==> src/rtl/ioctl_rom_loader.sv <==
// HPS ioctl download front-end: routes ROM bytes to two SDRAM ports or the PROM,
// captures core_mod / DIP bytes, and holds the core in reset until the ROM is loaded.
module ioctl_rom_loader #(
  parameter logic [24:0] P2_BASE      = 25'h30000,
  parameter logic [24:0] PROM_BASE    = 25'hA0000,
  parameter logic [11:0] PROM_SIZE    = 12'h920,
  parameter logic [15:0] RESET_CYCLES = 16'hFFFF
) (
  input  logic        clk_sys,
  input  logic        reset_n,
  input  logic        ioctl_download,
  input  logic [7:0]  ioctl_index,
  input  logic        ioctl_wr,
  input  logic [24:0] ioctl_addr,
  input  logic [7:0]  ioctl_dout,
  input  logic        soft_reset,
  output logic        port1_req,
  input  logic        port1_ack,
  output logic [22:0] port1_a,
  output logic [1:0]  port1_ds,
  output logic        port2_req,
  input  logic        port2_ack,
  output logic [22:0] port2_a,
  output logic [1:0]  port2_ds,
  output logic [15:0] port_d,
  output logic        prom_wr,
  output logic [11:0] prom_addr,
  output logic [7:0]  prom_data,
  output logic [7:0]  core_mod,
  output logic [63:0] dip_sw,
  output logic        rom_loaded,
  output logic        core_reset,
  output logic        busy,
  output logic        overrun
);

  localparam logic [24:0] PROM_END = PROM_BASE + {13'd0, PROM_SIZE};

  localparam logic [1:0] ST_IDLE     = 2'd0;
  localparam logic [1:0] ST_ISSUE    = 2'd1;
  localparam logic [1:0] ST_WAIT_ACK = 2'd2;

  logic [1:0]  state;
  logic        wr_prev, dl_prev, dl_done;
  logic        wr_ev, rom_ev, sdram_ev, prom_ev;
  logic        skid_full, mirror, pend_mirror;
  logic [24:0] skid_addr, pend_addr;
  logic [7:0]  skid_byte, pend_byte;
  logic [23:0] p2_off;
  logic [11:0] prom_off;
  logic [15:0] cnt, cnt_next;

  assign wr_ev       = ioctl_download & ioctl_wr & ~wr_prev;
  assign rom_ev      = wr_ev && (ioctl_index == 8'd0);
  assign sdram_ev    = rom_ev && (ioctl_addr < PROM_BASE);
  assign prom_ev     = rom_ev && (ioctl_addr >= PROM_BASE) && (ioctl_addr < PROM_END);
  assign pend_mirror = (pend_addr >= P2_BASE);
  assign p2_off      = pend_addr[23:0] - P2_BASE[23:0];
  assign prom_off    = ioctl_addr[11:0] - PROM_BASE[11:0];
  assign busy        = (state != ST_IDLE) | skid_full;

  always_ff @(posedge clk_sys or negedge reset_n) begin
    if (!reset_n) begin
      state     <= ST_IDLE;
      skid_full <= 1'b0;
      skid_addr <= '0;
      skid_byte <= '0;
      pend_addr <= '0;
      pend_byte <= '0;
      mirror    <= 1'b0;
      port1_req <= 1'b0;
      port2_req <= 1'b0;
      port1_a   <= '0;
      port2_a   <= '0;
      port1_ds  <= '0;
      port2_ds  <= '0;
      port_d    <= '0;
      overrun   <= 1'b0;
    end else begin
      case (state)
        ST_IDLE: begin
          if (skid_full) begin
            pend_addr <= skid_addr;
            pend_byte <= skid_byte;
            state     <= ST_ISSUE;
            // a new event in the same cycle takes the slot just freed
            skid_full <= sdram_ev;
            if (sdram_ev) begin
              skid_addr <= ioctl_addr;
              skid_byte <= ioctl_dout;
            end
          end else if (sdram_ev) begin
            pend_addr <= ioctl_addr;
            pend_byte <= ioctl_dout;
            state     <= ST_ISSUE;
          end
        end
        ST_ISSUE: begin
          port1_a   <= pend_addr[23:1];
          port1_ds  <= {pend_addr[0], ~pend_addr[0]};
          port_d    <= {pend_byte, pend_byte};
          port1_req <= ~port1_req;
          mirror    <= pend_mirror;
          if (pend_mirror) begin
            port2_a   <= p2_off[23:1];
            port2_ds  <= {p2_off[0], ~p2_off[0]};
            port2_req <= ~port2_req;
          end
          state <= ST_WAIT_ACK;
        end
        ST_WAIT_ACK: begin
          if ((port1_ack == port1_req) && (!mirror || (port2_ack == port2_req)))
            state <= ST_IDLE;
        end
        default: state <= ST_IDLE;
      endcase

      if ((state != ST_IDLE) && sdram_ev) begin
        if (!skid_full) begin
          skid_full <= 1'b1;
          skid_addr <= ioctl_addr;
          skid_byte <= ioctl_dout;
        end else begin
          overrun <= 1'b1;
        end
      end
    end
  end

  always_comb begin
    cnt_next = cnt;
    if (soft_reset || !rom_loaded)
      cnt_next = RESET_CYCLES;
    else if (cnt != 16'd0)
      cnt_next = cnt - 16'd1;
  end

  always_ff @(posedge clk_sys or negedge reset_n) begin
    if (!reset_n) begin
      wr_prev    <= 1'b0;
      dl_prev    <= 1'b0;
      dl_done    <= 1'b0;
      prom_wr    <= 1'b0;
      prom_addr  <= '0;
      prom_data  <= '0;
      core_mod   <= '0;
      dip_sw     <= '0;
      rom_loaded <= 1'b0;
      cnt        <= RESET_CYCLES;
      core_reset <= 1'b1;
    end else begin
      wr_prev <= ioctl_wr;
      dl_prev <= ioctl_download;
      prom_wr <= prom_ev;
      if (prom_ev) begin
        prom_addr <= prom_off;
        prom_data <= ioctl_dout;
      end
      if (wr_ev && (ioctl_index == 8'd1))
        core_mod <= ioctl_dout;
      if (wr_ev && (ioctl_index == 8'd254) && (ioctl_addr[24:3] == 22'd0))
        dip_sw[{ioctl_addr[2:0], 3'b000} +: 8] <= ioctl_dout;
      // the loaded flag waits for the last SDRAM write to drain
      if (dl_done && !busy) begin
        rom_loaded <= 1'b1;
        dl_done    <= 1'b0;
      end
      if (dl_prev && !ioctl_download && (ioctl_index == 8'd0))
        dl_done <= 1'b1;
      cnt        <= cnt_next;
      core_reset <= (cnt_next != 16'd0);
    end
  end

endmodule

==> config.mk <==
export PLATFORM = sky130hd
export DESIGN_NAME = ioctl_rom_loader
export DESIGN_NICKNAME = d
export VERILOG_FILES = /design/src/rtl/ioctl_rom_loader.sv
export SDC_FILE = /design/constraint.sdc
export NUM_CORES = 1
export LEC_CHECK = 0
export BUFFER_PORTS_ARGS = -buffer_cell sky130_fd_sc_hd__buf_2
export CORE_MARGIN = 5
export CORE_UTILIZATION = 29
export CTS_BUF_LIST = sky130_fd_sc_hd__clkbuf_4
export DETAILED_ROUTE_END_ITERATION = 7
export GPL_TIMING_DRIVEN = 0
export PLACE_DENSITY_LB_ADDON = 0.1
export SLEW_MARGIN = 30
export SYNTH_ARGS = -nofsm -noshare
export SYNTH_HDL_FRONTEND = slang
export SYNTH_SLANG_ARGS = --single-unit
==> constraint.sdc <==
create_clock -name clk_sys -period 3.56 [get_ports clk_sys]
set_clock_uncertainty 0.05 [all_clocks]
set_input_delay 0.178 -clock clk_sys [delete_from_list [all_inputs] [get_ports clk_sys]]
set_output_delay 0.178 -clock clk_sys [all_outputs]
set_load 0.05 [all_outputs]
==> summary.md, run 1 <==
| Metric | Value |
|---|---|
| Largest area contributor in the netlist | dfrtp_1 |
| Skew-Pair Late Insertion Delay | 0.70 ns |
| Layout area overhead | 29.6% |
| Normalized max-slew margin | 0.446 |
| Vias in the first global route | 7923 |
| Crit path DAT | 3.86 ns |
| Async SR Flop Fraction | 1.00 |
| GR Overflow Total | 0 |
| CP endpoint kind | register |
| Total power draw | 5570 uW |
| Post-Synth Simple-Gate Area | 0.110 |
| Clk pin slew, worst setup/hold paths | 0.05 ns |
| CP Class | in2reg |
| Sequential share of the synthesized area | 0.596 |
| DRC | 0 |
| Initial antenna violation count | 1 |
| Worst Path Required | 4.08 ns |
| Leakage | 0.00709 uW |
| Number of synthesized flops with an enable pin | 0 |
| Final hold violations | 0 |
| Mux share of post-synthesis cell area | 0.222 |
| Synth Area per Inst | 13.0 um^2 |
| Final core area utilization | 0.378 |
| Most used DFF post-synth | dfrtp_1 |
| Post-synthesis cell area | 10300 um^2 |
| Clk root buf | clkbuf_4 |
| Postcts setup bufs | 0 |
| Final worst path period share | 0.938 |
| Seq pwr share | 0.502 |
| Gate count after technology mapping | 793 |
| Clock Tree Buf Depth | 3 |
| TritonCTS Buffers | 75 |
| CTS tree | done |
| Hold path start | ioctl_download |
| Clk pwr share | 0.455 |
| Switching pwr | 1350 uW |
| Switching part of the total | 0.243 |
| Hold crit path type | in2reg |
| WHS Endpoint | dl_prev |
| Status | complete, no violations |
| Startpoint class of the critical path | input pin |
| Post-DP HPWL | 20.9 mm |
| Reg2reg start | pend_addr[21] |
| Vias | 7382 |
| Worst VDD drop | 215 uV |
| Die height | 199 um |
| Number of H-tree levels | 3 |
| Cell variety after synth | 53 |
| Maximum clock rate | 299 MHz |
| CTS sink count | 245 |
| I/O Pins | 213 |
| Power per cell area | 416 nW/um^2 |
| Global placer's final weighted congestion | 0.773 |
| Synth Warn # | 0 |
| R2R Setup Slk | 0.40 ns |
| IO buf count | 212 |
| Internal cell power | 4210 uW |
| Initial core utilization | 0.292 |
| DR pass1 iterations | 4 |
| Share of layout cells above drive strength 1 | 0.488 |
| Max Cap Viol | 0 |
| Drt wl/cell | 18.6 um |
| DRT Wirelength | 30.4 mm |
| Die X-Extent | 199 um |
| DR vias/cell | 4.52 |
| GRT Total Usage | 0.156 |
| Combinational fraction of design power | 0.043 |
| Fill cells | 3596 |
| Syn nets | 846 |
| Synth area leaders | dfrtp_1 55%, mux2_2 21%, nand2_1 4.6% |
| Final ANT Viol Nets | 0 |
| XOR/XNOR share of the synthesized area | 0.0144 |
| Nets | 1184 |
| Yosys reg bits | 245 |
| Post-synthesis compound-gate area fraction | 0.0270 |
| First-pass GRT wire length | 47.4 mm |
| Adder and majority cell fraction of the synthesized area | 0.00703 |
| Crit path max fanout | 8 |
| Worst hold path stage count | 2 |
| Core area | 35400 um^2 |
| Main combinational cell family by area after synthesis | multiplexers |
| R2R Path End | port2_a[5] |
| Final setup vio count | 0 |
| RSZ-0062 raised after global routing | no |
| Die ar. | 39500 um^2 |
| Slew Viols, Final | 0 |
| Commonest cells after routing, fill and taps aside | 228 x dfrtp_1, 214 x buf_2, 192 x mux2_2 |
| Core Rows | 69 |
| Top cell type's share of synthesized area | 0.553 |
| Commonest non-fill, non-tap cell in the layout | dfrtp_1 |
| Starting DRC count in detailed routing | 181 |
| Measured slew at the worst slew-check pin | 0.831 ns |
| R2R depth | 5 |
| Tmin final | 3.34 ns |
| Largest net degree at the start of global routing | 81 |
worst max-delay path, cell delays in order:
cell and delay (ns):
dlygate4sd3_1 0.54, buf_2 0.17, or4_1 0.63, nor4_2 0.39, nand4_2 0.39, or4b_4 0.63
nor2_2 0.51, mux2_2 0.41
stage by stage:
step / hold WS, ns / area (um^2) / setup WS (ns) / std cells / TNS [ns]
2_1_floorplan: -0.168 / 10300 / 0.915 / 793 / 0
3_3_place_gp: 0.278 / 12000 / -2.61 / 1466 / -602.30
3_5_place_dp: 0.0150 / 12100 / 0.109 / 1469 / 0
4_1_cts: 0.0136 / 13400 / 0.237 / 1632 / 0
5_1_grt: 0.0510 / 13400 / 0.179 / 1633 / 0
6_report: 0.136 / 13400 / 0.220 / 1633 / 0
registers in the layout (all words and copies together) (netlist names), 12 cells and up:
signal     count
port1_a       23
pend_addr     25
dip_sw        64
skid_addr     25
prom_addr     12
port2_a       23
cnt           16
cells in the mapped netlist (2+ instances only):
cell and count:
nor2b_1 8, dfstp_2 17, o21ai_0 17, and3_1 2, a21o_1 3, or2_2 4
dfrtp_1 228, buf_1 14, a21oi_1 6, nand2b_1 9, or3_1 7, nor2_2 2
or4_1 9, xnor2_1 12, o211ai_1 3, nor4_1 7, buf_4 8, o31ai_1 3
nand2_1 127, ha_1 5, o21bai_1 2, nand4b_1 2, nor4_2 5, nor3_2 2
nand4_1 2, xor2_1 5, nor3_4 2, mux2_4 8, buf_2 3, clkbuf_1 21
nand3_1 3, nand3b_1 3, mux2_2 192, nor2_1 17, inv_1 9, nor3_1 9
power groups by stage:
stage / Sequential (uW) / Combinational [uW] / Clock (uW)
floorplan: 2850 / 50.8 / 0
detailed placement: 2840 / 208 / 0
global placement: 2840 / 194 / 0
finish: 2790 / 241 / 2530
global route: 2790 / 271 / 2850
CTS: 2790 / 250 / 2700
how the worst max path moves through the flow:
stage | start | to | slack (ns) | cells after the start
4_1_cts | pend_addr[21] | port2_a[5] | 0.24 | 5
3_3_place_gp | reset_n | dip_sw[39] | -2.61 | 1
5_1_grt | pend_addr[21] | port2_a[6] | 0.18 | 5
3_5_place_dp | ioctl_addr[8] | dip_sw[20] | 0.11 | 7
6_report | ioctl_addr[11] | dip_sw[17] | 0.22 | 8
2_1_floorplan | pend_addr[21] | port2_a[10] | 0.92 | 5
per-layer routing:
| layer | share of wire | track usage | vias to the layer above |
|---|---|---|---|
| met4 | 0.018 | 0.0542 | 0 |
| met1 | 0.46 | 0.209 | 3666 |
| met3 | 0.074 | 0.0544 | 44 |
| li1 | - | - | 3459 |
| met5 | 0 | 0 | - |
| met2 | 0.45 | 0.236 | 213 |
final cells by class:
type	instances	area, um^2	area share
clock inverters	12	45.0	0.00337
plain buffers	46	206	0.0154
diodes	1	2.50	0.000187
flip-flops and latches	245	6150	0.460
well taps	461	577	0.0431
multi-input cells	493	3960	0.296
clock buffers	105	788	0.0589
repair buffers	261	1620	0.121
inverters	9	33.8	0.00252
logic make-up (layout without fill, tap and decap cells):
group           after synthesis  in the layout
compound gates               43             43
xor+xnor                     17             17
fa+ha+maj                     6              6
buf+inv                      55            433
flops                       245            245
mux                         201            201
other cells                   0              1
simple gates                226            226
what timing repair did:
item	4_1_cts	5_1_grt
gates resized for setup	0	0
endpoints found under the hold margin	264	0
hold buffers	46	0
Power figures use the tool's default switching activity.
==> run 2: changes to the inputs <==
--- a/config.mk
+++ b/config.mk
@@ -5,11 +5,11 @@
 export SDC_FILE = /design/constraint.sdc
 export NUM_CORES = 1
 export LEC_CHECK = 0
-export BUFFER_PORTS_ARGS = -buffer_cell sky130_fd_sc_hd__buf_2
 export CORE_MARGIN = 5
 export CORE_UTILIZATION = 29
 export CTS_BUF_LIST = sky130_fd_sc_hd__clkbuf_4
 export DETAILED_ROUTE_END_ITERATION = 7
+export DONT_BUFFER_PORTS = 1
 export GPL_TIMING_DRIVEN = 0
 export PLACE_DENSITY_LB_ADDON = 0.1
 export SLEW_MARGIN = 30
==> constraint.sdc (replaced) <==
create_clock -name clk_sys -period 3.56 [get_ports clk_sys]
set_clock_uncertainty 0.05 [all_clocks]
set_input_delay 0.356 -clock clk_sys [delete_from_list [all_inputs] [get_ports clk_sys]]
set_output_delay 0.356 -clock clk_sys [all_outputs]
set_load 0.05 [all_outputs]
==> summary.md, run 2 (synthesis gave the netlist of run 1 again) <==
| Metric | Value |
|---|---|
| Measured slew at the worst slew-check pin | 0.969 ns |
| Die ar. | 39500 um^2 |
| Global placer's final weighted congestion | 0.803 |
| Core area | 35400 um^2 |
| I/O Pins | 213 |
| Post-Layout Cell Count | 1429 |
| Initial antenna violation count | 2 |
| Startpoint class of the critical path | register |
| Post-DP HPWL | 20.3 mm |
| Largest net degree at the start of global routing | 246 |
| R2R depth | 5 |
| Initial core utilization | 0.292 |
| Final hold violations | 245 |
| GRT Total Usage | 0.154 |
| Number of H-tree levels | 3 |
| Final ANT Viol Nets | 0 |
| Max FFs per register | 64 |
| Post-DP Area | 10900 um^2 |
| Hold crit path type | in2async |
| DRT Wirelength | 30.3 mm |
| CP endpoint kind | register |
| Cells after DPL | 1254 |
| Total power draw | 5680 uW |
| DR vias/cell | 4.75 |
| Clk root buf | clkbuf_4 |
| DR pass1 iterations | 4 |
| Core Rows | 69 |
| Largest Register | dip_sw |
| RSZ-0062 raised after global routing | no |
| IO buf count | 0 |
| R2R Path End | port2_a[9] |
| Worst VDD drop | 224 uV |
| Clk pin slew, worst setup/hold paths | 0.06 ns |
| Biggest regs | dip_sw: 64 flops, pend_addr: 25 flops, skid_addr: 25 flops |
| R2R Setup Slk | 0.38 ns |
| Vias in the first global route | 7443 |
| Crit path DAT | 3.70 ns |
| Leakage | 0.00597 uW |
| Tmin final | 3.18 ns |
| CP Class | reg2reg |
| Commonest cells after routing, fill and taps aside | 228 x dfrtp_1, 192 x mux2_2, 127 x nand2_1 |
| Final worst path period share | 0.892 |
| CTS sink count | 245 |
| Crit path max fanout | 10 |
| Commonest non-fill, non-tap cell in the layout | dfrtp_1 |
| Max Cap Viol | 0 |
| Fin Hold WS | -0.676 ns |
| Die height | 199 um |
| TritonCTS Buffers | 75 |
| Skew-Pair Late Insertion Delay | 0.69 ns |
| Share of layout cells above drive strength 1 | 0.376 |
| Die X-Extent | 199 um |
| Final setup vio count | 0 |
| Worst Path Required | 4.08 ns |
| Status | finished, violations left |
| Starting DRC count in detailed routing | 202 |
| Power per cell area | 463 nW/um^2 |
| Vias | 6788 |
| Slew Viols, Final | 0 |
| Layout area overhead | 18.8% |
| Finished Cell Area | 12300 um^2 |
| GR Overflow Total | 0 |
| Fill cells | 3555 |
| DRC | 0 |
| First-pass GRT wire length | 46.2 mm |
| Drt wl/cell | 21.2 um |
| Reg2reg start | pend_addr[20] |
| Failing checks | negative hold slack |
| Hold_buf cts | 41 |
| CTS tree | done |
| Nets | 964 |
| Maximum clock rate | 315 MHz |
| Clock Tree Buf Depth | 3 |
| Normalized max-slew margin | 0.349 |
run 2: per-stage QoR:
stage	hold WS (ns)	TNS (ns)	setup slack, ns	util
6_report	-0.676	0	0.384	0.347
5_1_grt	-0.789	0	0.166	0.347
4_1_cts	-0.805	0	0.254	0.346
3_5_place_dp	0.0186	0	0.115	0.308
3_3_place_gp	0.0173	-0.918	-0.0949	0.308
2_1_floorplan	0.0104	0	0.747	-
run 2: cell type report:
class                           instances  area [um^2]  share of cell area
Antenna cell                            2         5.00            0.000408
Buffer                                 46          206              0.0168
Clock buffer                          105          788              0.0642
Clock inverter                         27          159              0.0130
Inverter                                9         33.8             0.00275
Multi-Input combinational cell        493         3940               0.321
Sequential cell                       245         6150               0.501
Tap cell                              461          577              0.0470
Timing Repair Buffer                   41          410              0.0334
run 2: report_power, final:
group	internal (uW)	leakage (uW)	total, uW	switching [uW]
Sequential	2790	0.00336	2800	9.83
Clock	1510	0.000568	2750	1250
Combinational	57.1	0.00204	122	65.2
Total	4350	0.00597	5680	1320
run 2: what timing repair did:
item	CTS	global route
hold endpoints to repair	350	245
resized for setup	0	0
buffers inserted	0	0
run 2: how the worst max path moves through the flow:
stage | slack [ns] | cells after the start | end | startpoint
2_1_floorplan | 0.75 | 6 | dip_sw[48] | ioctl_addr[11]
3_3_place_gp | -0.09 | 5 | port2_a[5] | pend_addr[21]
3_5_place_dp | 0.12 | 6 | dip_sw[23] | ioctl_addr[11]
4_1_cts | 0.25 | 5 | port2_a[9] | pend_addr[20]
5_1_grt | 0.17 | 5 | port2_a[9] | pend_addr[20]
6_report | 0.38 | 5 | port2_a[9] | pend_addr[20]
run 2: worst max-delay path, stage by stage, from the launching register on:
cell and delay, ns:
dfrtp_1 0.43, or4_1 0.57, a211o_1 0.34, o31ai_2 0.58
clkbuf_1 0.67, mux2_2 0.41
run 2: layer usage:
metal / share of wire / vias to the layer above / track usage
met5: 0.00040 / - / 0
met4: 0.020 / 2 / 0.0550
met3: 0.11 / 52 / 0.0693
met2: 0.46 / 242 / 0.240
met1: 0.41 / 3456 / 0.189
li1: - / 3036 / -
